$ cat src/rtl/uart_rx_monitor.sv
// uart_rx_monitor: 2-flop synchronized mid-bit-sampling UART receiver with a FWFT byte FIFO.
// Define UART_RX_MONITOR_PARITY_EN for 8E1 framing with an o_parity_err pulse (default 8N1).
module uart_rx_monitor #(
    parameter int CLK_FREQ_HZ = 50000000,
    parameter int BAUD        = 115200,
    parameter int FIFO_DEPTH  = 8
) (
    input  logic                          clk,
    input  logic                          rst_n,
    input  logic                          i_rx,
    output logic [7:0]                    o_data,
    output logic                          o_valid,
    input  logic                          i_ready,
    output logic [$clog2(FIFO_DEPTH):0]   o_count,
    output logic                          o_busy,
    output logic                          o_frame_err,
    output logic                          o_overflow,
`ifdef UART_RX_MONITOR_PARITY_EN
    output logic                          o_parity_err,
`endif
    input  logic                          i_clr_overflow
);
    localparam int CLKS_PER_BIT = CLK_FREQ_HZ / BAUD;
    localparam int CW           = $clog2(CLKS_PER_BIT);
    localparam int AW           = $clog2(FIFO_DEPTH);
    localparam int CNTW         = AW + 1;
    localparam logic [CW-1:0]   BIT_RELOAD  = CW'(CLKS_PER_BIT - 1);
    localparam logic [CW-1:0]   HALF_RELOAD = CW'(CLKS_PER_BIT / 2 - 1);
    localparam logic [CW-1:0]   CNT_ZERO    = {CW{1'b0}};
    localparam logic [CNTW-1:0] FULL_COUNT  = CNTW'(FIFO_DEPTH);
    localparam logic [CNTW-1:0] EMPTY_COUNT = {CNTW{1'b0}};

    typedef enum logic [2:0] {
        ST_IDLE      = 3'd0,
        ST_START     = 3'd1,
        ST_DATA      = 3'd2,
`ifdef UART_RX_MONITOR_PARITY_EN
        ST_PARITY    = 3'd3,
`endif
        ST_STOP      = 3'd4,
        ST_WAIT_IDLE = 3'd5
    } state_t;

    logic          sync1_q, sync2_q, rx_s;
    state_t        state_q, state_d;
    logic [CW-1:0] cnt_q, cnt_d;
    logic [2:0]    bit_idx_q, bit_idx_d;
    logic [7:0]    shift_q, shift_d;
    logic          frame_err_q, frame_err_d;
    logic          push_s;
`ifdef UART_RX_MONITOR_PARITY_EN
    logic          par_bad_q, par_bad_d;
    logic          parity_err_q, parity_err_d;

    function automatic logic even_parity(input logic [7:0] data);
        return ^data;
    endfunction
`endif

    // Two-flop synchronizer, reset to the idle-high line level.
    always_ff @(posedge clk or negedge rst_n) begin
        if (!rst_n) begin
            sync1_q <= 1'b1;
            sync2_q <= 1'b1;
        end else begin
            sync1_q <= i_rx;
            sync2_q <= sync1_q;
        end
    end
    assign rx_s = sync2_q;

    // RX next-state logic; push_s fires on a good stop-bit sample.
    always_comb begin
        state_d     = state_q;
        cnt_d       = cnt_q;
        bit_idx_d   = bit_idx_q;
        shift_d     = shift_q;
        frame_err_d = 1'b0;
        push_s      = 1'b0;
`ifdef UART_RX_MONITOR_PARITY_EN
        par_bad_d    = par_bad_q;
        parity_err_d = 1'b0;
`endif
        case (state_q)
            ST_IDLE: begin
                if (!rx_s) begin
                    state_d = ST_START;
                    cnt_d   = HALF_RELOAD;
                end else begin
                    state_d = ST_IDLE;
                end
            end
            ST_START: begin
                if (cnt_q != CNT_ZERO) begin
                    cnt_d = cnt_q - CW'(1);
                end else if (!rx_s) begin
                    state_d   = ST_DATA;
                    cnt_d     = BIT_RELOAD;
                    bit_idx_d = 3'd0;
                end else begin
                    state_d = ST_IDLE;
                end
            end
            ST_DATA: begin
                if (cnt_q != CNT_ZERO) begin
                    cnt_d = cnt_q - CW'(1);
                end else begin
                    shift_d   = {rx_s, shift_q[7:1]};
                    cnt_d     = BIT_RELOAD;
                    bit_idx_d = bit_idx_q + 3'd1;
                    if (bit_idx_q == 3'd7) begin
`ifdef UART_RX_MONITOR_PARITY_EN
                        state_d = ST_PARITY;
`else
                        state_d = ST_STOP;
`endif
                    end else begin
                        state_d = ST_DATA;
                    end
                end
            end
`ifdef UART_RX_MONITOR_PARITY_EN
            ST_PARITY: begin
                if (cnt_q != CNT_ZERO) begin
                    cnt_d = cnt_q - CW'(1);
                end else begin
                    par_bad_d = (even_parity(shift_q) != rx_s);
                    cnt_d     = BIT_RELOAD;
                    state_d   = ST_STOP;
                end
            end
`endif
            ST_STOP: begin
                if (cnt_q != CNT_ZERO) begin
                    cnt_d = cnt_q - CW'(1);
                end else begin
`ifdef UART_RX_MONITOR_PARITY_EN
                    parity_err_d = par_bad_q;
`endif
                    // Return to IDLE mid-stop-bit so an immediate next start edge is seen.
                    if (rx_s) begin
`ifdef UART_RX_MONITOR_PARITY_EN
                        push_s = ~par_bad_q;
`else
                        push_s = 1'b1;
`endif
                        state_d = ST_IDLE;
                    end else begin
                        frame_err_d = 1'b1;
                        state_d     = ST_WAIT_IDLE;
                    end
                end
            end
            ST_WAIT_IDLE: begin
                if (rx_s) begin
                    state_d = ST_IDLE;
                end else begin
                    state_d = ST_WAIT_IDLE;
                end
            end
            default: state_d = ST_IDLE;
        endcase
    end

    // RX state registers and registered error pulses.
    always_ff @(posedge clk or negedge rst_n) begin
        if (!rst_n) begin
            state_q     <= ST_IDLE;
            cnt_q       <= CNT_ZERO;
            bit_idx_q   <= 3'd0;
            shift_q     <= 8'd0;
            frame_err_q <= 1'b0;
`ifdef UART_RX_MONITOR_PARITY_EN
            par_bad_q    <= 1'b0;
            parity_err_q <= 1'b0;
`endif
        end else begin
            state_q     <= state_d;
            cnt_q       <= cnt_d;
            bit_idx_q   <= bit_idx_d;
            shift_q     <= shift_d;
            frame_err_q <= frame_err_d;
`ifdef UART_RX_MONITOR_PARITY_EN
            par_bad_q    <= par_bad_d;
            parity_err_q <= parity_err_d;
`endif
        end
    end

    logic [7:0]      mem_q [FIFO_DEPTH];
    logic [AW-1:0]   wr_ptr_q, rd_ptr_q;
    logic [CNTW-1:0] count_q, count_d;
    logic            pop_s, full_s, accept_s, ovf_set_s;
    logic            overflow_q, overflow_d;

    // FIFO control: a push into a full FIFO is still accepted when a pop frees a slot.
    always_comb begin
        pop_s      = (count_q != EMPTY_COUNT) && i_ready;
        full_s     = (count_q == FULL_COUNT);
        accept_s   = push_s && (!full_s || pop_s);
        ovf_set_s  = push_s && full_s && !pop_s;
        overflow_d = (overflow_q && !i_clr_overflow) || ovf_set_s;
        if (accept_s && !pop_s) begin
            count_d = count_q + CNTW'(1);
        end else if (pop_s && !accept_s) begin
            count_d = count_q - CNTW'(1);
        end else begin
            count_d = count_q;
        end
    end

    // FIFO storage, pointers, occupancy and sticky overflow.
    always_ff @(posedge clk or negedge rst_n) begin
        if (!rst_n) begin
            for (int i = 0; i < FIFO_DEPTH; i++) begin
                mem_q[i] <= 8'd0;
            end
            wr_ptr_q   <= {AW{1'b0}};
            rd_ptr_q   <= {AW{1'b0}};
            count_q    <= EMPTY_COUNT;
            overflow_q <= 1'b0;
        end else begin
            if (accept_s) begin
                mem_q[wr_ptr_q] <= shift_q;
                wr_ptr_q        <= wr_ptr_q + AW'(1);
            end
            if (pop_s) begin
                rd_ptr_q <= rd_ptr_q + AW'(1);
            end
            count_q    <= count_d;
            overflow_q <= overflow_d;
        end
    end

    assign o_data      = mem_q[rd_ptr_q];
    assign o_valid     = (count_q != EMPTY_COUNT);
    assign o_count     = count_q;
    assign o_busy      = (state_q != ST_IDLE);
    assign o_frame_err = frame_err_q;
    assign o_overflow  = overflow_q;
`ifdef UART_RX_MONITOR_PARITY_EN
    assign o_parity_err = parity_err_q;
`endif

endmodule

$ cat config.mk
export PLATFORM = sky130hd
export DESIGN_NAME = uart_rx_monitor
export DESIGN_NICKNAME = d
export VERILOG_FILES = /design/src/rtl/uart_rx_monitor.sv
export SDC_FILE = /design/constraint.sdc
export NUM_CORES = 1
export LEC_CHECK = 0
export BUFFER_PORTS_ARGS = -buffer_cell sky130_fd_sc_hd__buf_2
export CORE_AREA = 2 2 67 132
export CTS_CLUSTER_DIAMETER = 30
export CTS_CLUSTER_SIZE = 10
export DETAILED_ROUTE_END_ITERATION = 8
export DIE_AREA = 0 0 69 134
export PLACE_DENSITY = 0.74
export SETUP_SLACK_MARGIN = 0.02
export SYNTH_ARGS = -nofsm -noshare
export SYNTH_HDL_FRONTEND = slang
export SYNTH_SLANG_ARGS = --single-unit
$ cat constraint.sdc
create_clock -name clk -period 3 [get_ports clk]
set_input_delay 0.3 -clock clk [delete_from_list [all_inputs] [get_ports clk]]
set_output_delay 0.3 -clock clk [all_outputs]
set_load 0.1 [all_outputs]
Word-level counts from Yosys, hierarchy flattened
Index checks and enable logic that the tools add are counted.
{"block": "totals", "register_bits": 101, "latch_bits": 0, "ram_bits": 0, "romBits": 0, "input_bits": 5, "out_inout_bits": 16, "word_cells": 101, "mem_count": 0}
{"block": "classes", "n_addsub": 6, "mul": 0, "div": 0, "n_lt_le_gt_ge": 3, "eq_ne": 13, "shifts": 0, "mux": 32, "bitwise": 3, "reduce_logical": 25}
{"op": "$bwmux 64", "count": 1}
{"op": "$mux 9", "count": 5}
{"op": "$pmux 9 s4", "count": 1}
{"op": "$bmux 8 s3", "count": 1}
{"op": "$demux 8 s3", "count": 1}
{"op": "$mux 3", "count": 8}
{"op": "$mux 8", "count": 3}
{"op": "$pmux 3 s5", "count": 1}
{"op": "$ne 2x2->1 const B", "count": 6}
{"op": "$add 3x1->3 const B", "count": 3}
{"op": "$eq 3x3->1 const B", "count": 3}
{"op": "$reduce_bool 9->1", "count": 1}
{"op": "$sub 9x1->9 const B", "count": 1}
{"op": "$ge 4x4->1 const B", "count": 2}
{"op": "$logic_and 1x1->1", "count": 8}
{"op": "$mux 4", "count": 2}
{"op": "$not 3->4", "count": 2}
{"op": "$reduce_and 4->1", "count": 2}
{"op": "$reduce_bool 4->1", "count": 2}
{"op": "$mux 1", "count": 7}
{"op": "$pmux 3 s2", "count": 1}
{"op": "$add 4x1->4 const B", "count": 1}
{"op": "$eq 4x4->1 const B", "count": 1}
{"op": "$logic_not 1->1", "count": 4}
{"op": "13 further kinds", "count": 15}

Logic depth before layout (Yosys ltp)
{"block": "logic_depth", "depth_word": 8, "ltp_mapped": 13, "mapped_depth_nobuf": 13}

Worst setup path after synthesis
No wires, ideal clock.
{"block": "synth_timing", "path_type": "flip-flop to flip-flop", "startpoint": "register count_q[1], in the netlist o_count[1]", "endpoint": "register count_q[3], in the netlist o_count[3]", "setup_ns": 0.162, "arrival_time_ns": 3.421, "t_required_ns": 2.838, "setup_slack_ns": -0.583, "path_stages_with_launch": 12, "path_buffers": 0, "period_less_slack_ns": 3.583, "path_cell_list": "dfrtp_1 nor3_1 nand2b_1 nand2_1 ha_1 inv_1 ha_1 a21o_1 a21oi_1 xnor2_1 nor2_1 xor2_1"}
{"block": "synth_between", "elab_chain_len": 7, "elab_cells_between_ends": 15, "classes_between": "add/sub (2); eq/ne (1); mux (2); reduce/logical (10)"}
{"item": "start, declared", "line_no": "192", "rtl": "logic [CNTW-1:0] count_q, count_d;"}
{"item": "start signal, assigned", "line_no": "230", "rtl": "count_q <= count_d;"}
{"item": "$reduce_bool 4->1 *"}
{"item": "via o_valid", "line_no": "12", "rtl": "output logic o_valid,"}
{"item": "$logic_and 1x1->1 *", "line_no": "198", "rtl": "pop_s = (count_q != EMPTY_COUNT) && i_ready;"}
{"item": "$logic_or 1x1->1", "line_no": "200", "rtl": "accept_s = push_s && (!full_s || pop_s);"}
{"item": "$logic_and 1x1->1", "line_no": "200"}
{"item": "$logic_not 1->1", "line_no": "205", "rtl": "end else if (pop_s && !accept_s) begin"}
{"item": "$logic_and 1x1->1", "line_no": "205"}
{"item": "$reduce_bool 2->1 (no source line)"}
The timed path passes the listed nets; every way through them passes the cells marked *. The select of a mux whose other input is x is not followed.
A chain may end at the register's enable or synchronous reset.

Final worst setup path
{"block": "layout_timing", "startpoint": "register count_q[1], in the netlist o_count[1]", "endpoint": "register count_q[3], in the netlist o_count[3]"}
{"block": "layout_between", "elab_chain_len": 7, "elab_cells_between_ends": 15, "classes_between": "add/sub (2); eq/ne (1); mux (2); reduce/logical (10)"}
{"item": "$eq 4x4->1 / $reduce_bool 4->1 (equally long branches)", "line_no": "199, 198"}
{"item": "$logic_not 1->1 / $logic_and 1x1->1 (equally long branches)", "line_no": "200, 198"}
{"item": "$logic_or 1x1->1 *", "line_no": "200"}
{"item": "$logic_and 1x1->1 *", "line_no": "200"}
{"item": "via accept_s", "line_no": "193", "rtl": "logic pop_s, full_s, accept_s, ovf_set_s;"}
{"item": "$logic_not 1->1", "line_no": "205"}
{"item": "$logic_and 1x1->1", "line_no": "205"}
{"item": "$reduce_bool 2->1 (no source line)"}
Marks and branches as above.

==> impl_results.md <==
- Worst EP arrival: approximately 3.0 ns
- Max stage delay cell, worst path: dfrtp_2
- Yosys warning count: 0
- Period utilization: 0.9255
- Clk buf depth: 2
- Final hold vios: 7
- Seq cells post-synth: around 100
- RSZ-0062 raised after global routing: no
- Synth Net Count: 380
- Mapped Cells: roughly 370
- Psw: ~0.00053 W
- Core area: ~8200 um^2
- TNS Setup: 0 ns
- Cell area after synthesis: 4867 um^2
- Pint: 0.002103 W
- Antenna diodes: 0
- Fin crit period: 2.777 ns
- WS Path Type: reg -> reg
- Routability congestion estimate: approximately 0.83
- Worst Tran Pin Value: 0.8654 ns
- Largest net degree at the start of global routing: 54
- Die Y: ~130 um
- DRT iter0 DRCs: about 190
- Most frequent cells in the layout: 95 x dfrtp_1, 73 x mux2_2, 36 x nand2_1, 19 x buf_2
- Clk sinks: 101
- Violated checks: hold timing
- Detailed Route WL: around 10000 um
- Clock root cell: clkbuf_16
- Ports: 21
- Post-route DRC violation count: 0
- Clk slew on worst S/H paths: about 0.06 ns
- Worst IR Drop VDD: 0.0003567 V
- Initial antenna violation count: 0
- Synth Area per Inst: between 10 and 15 um^2
- Async SR Flop Fraction: 1.000
- Most common cell after layout, fill and taps aside: dfrtp_1
- Worst relative slew slack: 0.4231
- Worst Skew: roughly 0.006 ns
- Biggest cell delay along the critical path: between 0.4 and 0.5 ns
- Port-buffer cells: 20
- Most frequent CP cell: ha_1
- Outcome: finished, violations left
- Crit end category: flop
- # H-tree levels: 3
- Post-synth EDFFs: 0
- Fillers: 629
- Cell Pwr Density: slightly below 500 nW/um^2
- GRT overflow: 0
- GRT Total Usage: 0.2424
- Seq/Total Area, Yosys: 0.5198
- Clock buffer count from CTS: 9
- # Post-CTS Setup Buffers: 0
- Die X: 69 um
- Wire per inst: 20.82 um
- Vias: approximately 3000
- Row count: 47
- Worst-skew pair later-pin latency: roughly 0.34 ns
- Part of the power in combinational logic: 0.013
- P_leak: about 2.7 nW
- Classification of the worst-slack hold path: in -> async
- Net count reported at finish: 404
- Setup violators final: 0
- Netlist cell types: just over 50
- Seq pwr share: 0.519
- Main synth FF type: dfrtp_1
- Worst setup SP type: flop
- CTS tree: yes
- First-pass GRT wire length: ~17000 um
- Required @ worst endpoint: 3.24 ns
- Fraction of layout cells with a size suffix above 1: 0.4162
- Max Transition Viols Final: 0
- Fmax achieved: between 300 and 400 MHz
- Final ANT Viol Nets: 0
- Sw Share: 0.2015
- Initial Utilization: 0.5912
- Max_cap viols: 0
- Area Growth Syn to Fin: 12.03%
- DP Wirelength: 7377 um
- Clock power share: 0.468
- Hold WS: -0.009985 ns
- Crit-path cells: nor3_1 > nand3b_1 > and4_2 > ha_1 > inv_1 > ha_1 > a21o_1 > a21oi_1 > xnor2_1 > nor2_1 > xor2_1
- Die Area: around 9200 um^2
- Critical Path Fanout Max: 5
- Via density: approximately 6
- Number of global-route vias before repair: ~3400
- Drt pass-1 iters: 4
==> layout make-up <==
cell class	count	area [um^2]	share of cell area
Multi-Input combinational cell	236	2235	0.4098
Inverter	6	22.52	0.004130
Sequential cell	101	2535	0.4649
Clock buffer	9	225.2	0.04130
Clock inverter	7	97.59	0.01790
Timing Repair Buffer	35	215.2	0.03947
Tap cell	98	122.6	0.02249
==> Yosys cell counts, types with 2 or more instances <==
| master | n | area share |
|---|---|---|
| and4_2 | 2 | 0.0041 |
| mux2_2 | 73 | 0.17 |
| nand2_1 | 36 | 0.028 |
| nor4b_4 | 2 | 0.0098 |
| or3_1 | 3 | 0.0039 |
| dfrtp_1 | 99 | 0.51 |
| ha_1 | 9 | 0.023 |
| dfstp_2 | 2 | 0.011 |
| a211o_1 | 3 | 0.0054 |
| nor3_1 | 6 | 0.0062 |
| a22o_1 | 5 | 0.0090 |
| o22a_1 | 2 | 0.0036 |
| o41ai_1 | 4 | 0.0072 |
| o21ai_0 | 12 | 0.012 |
| nand4b_2 | 2 | 0.0062 |
| mux4_2 | 16 | 0.074 |
| a21oi_1 | 7 | 0.0072 |
| and2_1 | 2 | 0.0026 |
| o22ai_1 | 2 | 0.0026 |
| nand3_1 | 7 | 0.0072 |
| nand3b_1 | 3 | 0.0046 |
| inv_1 | 6 | 0.0046 |
| buf_1 | 11 | 0.0085 |
| xnor2_1 | 7 | 0.013 |
| buf_2 | 5 | 0.0051 |
| clkbuf_1 | 4 | 0.0031 |
| nand2b_1 | 3 | 0.0039 |
| nor2_1 | 9 | 0.0069 |
==> critical path: cells and delay by family, from the launching register on <==
family / cells / cell delay, ns
AOI/OAI and AO/OA: 2 / 0.34
xor gates and xnor gates: 2 / 0.30
adders and majority gates: 2 / 0.45
buffers and inverters: 1 / 0.12
DFF: 1 / 0.44
and+or+nand+nor: 4 / 1.03
==> cells by family after synthesis <==
kind of cell | share of synthesized area
DFF | 0.5198
muxes | 0.2452
and+or+nand+nor | 0.1121
AOI/OAI and AO/OA | 0.05656
buffers and inverters | 0.02468
adders and majority gates | 0.02725
xor gates and xnor gates | 0.01440
==> per-layer routing <==
metal | global-route usage | wire, um
met1 | 0.2676 | 3847
met5 | 0 | 0
met4 | 0.1035 | 292
met2 | 0.4509 | 5919
met3 | 0.04132 | 186
==> final timing paths <==
| path | to | depth (start not counted) | slack [ns] | startpoint |
|---|---|---|---|---|
| setup reg to reg | o_count[3] | 11 | 0.22 | o_count[1] |
| hold reg to reg | rx_s | 0 | 0.36 | sync1_q |
| setup / recovery | o_count[3] | 11 | 0.22 | o_count[1] |
| max in group asynchronous | mem_q[53] | 2 | 2.21 | rst_n |
| min in group clk | sync1_q | 1 | 0.05 | i_rx |
| hold / removal | mem_q[30] | 1 | -0.01 | rst_n |
==> registers in the layout (all words and copies together) (netlist names) <==
name         flops
state_q          3
wr_ptr_q         3
o_count          4
sync1_q          1
mem_q           64
bit_idx_q        3
rd_ptr_q         3
shift_q          8
o_overflow       1
o_frame_err      1
cnt_q            9
rx_s             1
==> stage by stage <==
step,cell area [um^2],instances,total power [W],setup WS [ns],utilization
after global routing,5453,492,0.002719,0.06593,0.6623
after global placement,5115,476,0.001428,0.2233,0.6213
after detailed placement,5115,476,0.001430,0.1327,0.6213
after CTS,5438,492,0.002657,0.08504,0.6605
final,5453,492,0.002633,0.2234,0.6623
after floorplan,4875,365,0.001394,0.07371,-
==> what timing repair did <==
| action | in CTS | in global routing |
|---|---|---|
| setup endpoints to repair | 0 | 1 |
| gates resized for setup | 0 | 4 |
| hold buffers | 0 | 0 |
==> power by group through the flow <==
stage | Clock, W | Combinational (W) | Sequential, W
2_1_floorplan | 0 | 0.00000434 | 0.00139
3_3_place_gp | 0 | 0.0000358 | 0.00139
3_5_place_dp | 0 | 0.0000375 | 0.00139
4_1_cts | 0.00125 | 0.0000375 | 0.00137
5_1_grt | 0.00131 | 0.0000422 | 0.00137
6_report | 0.00123 | 0.0000354 | 0.00137
Power figures use the tool's default switching activity.
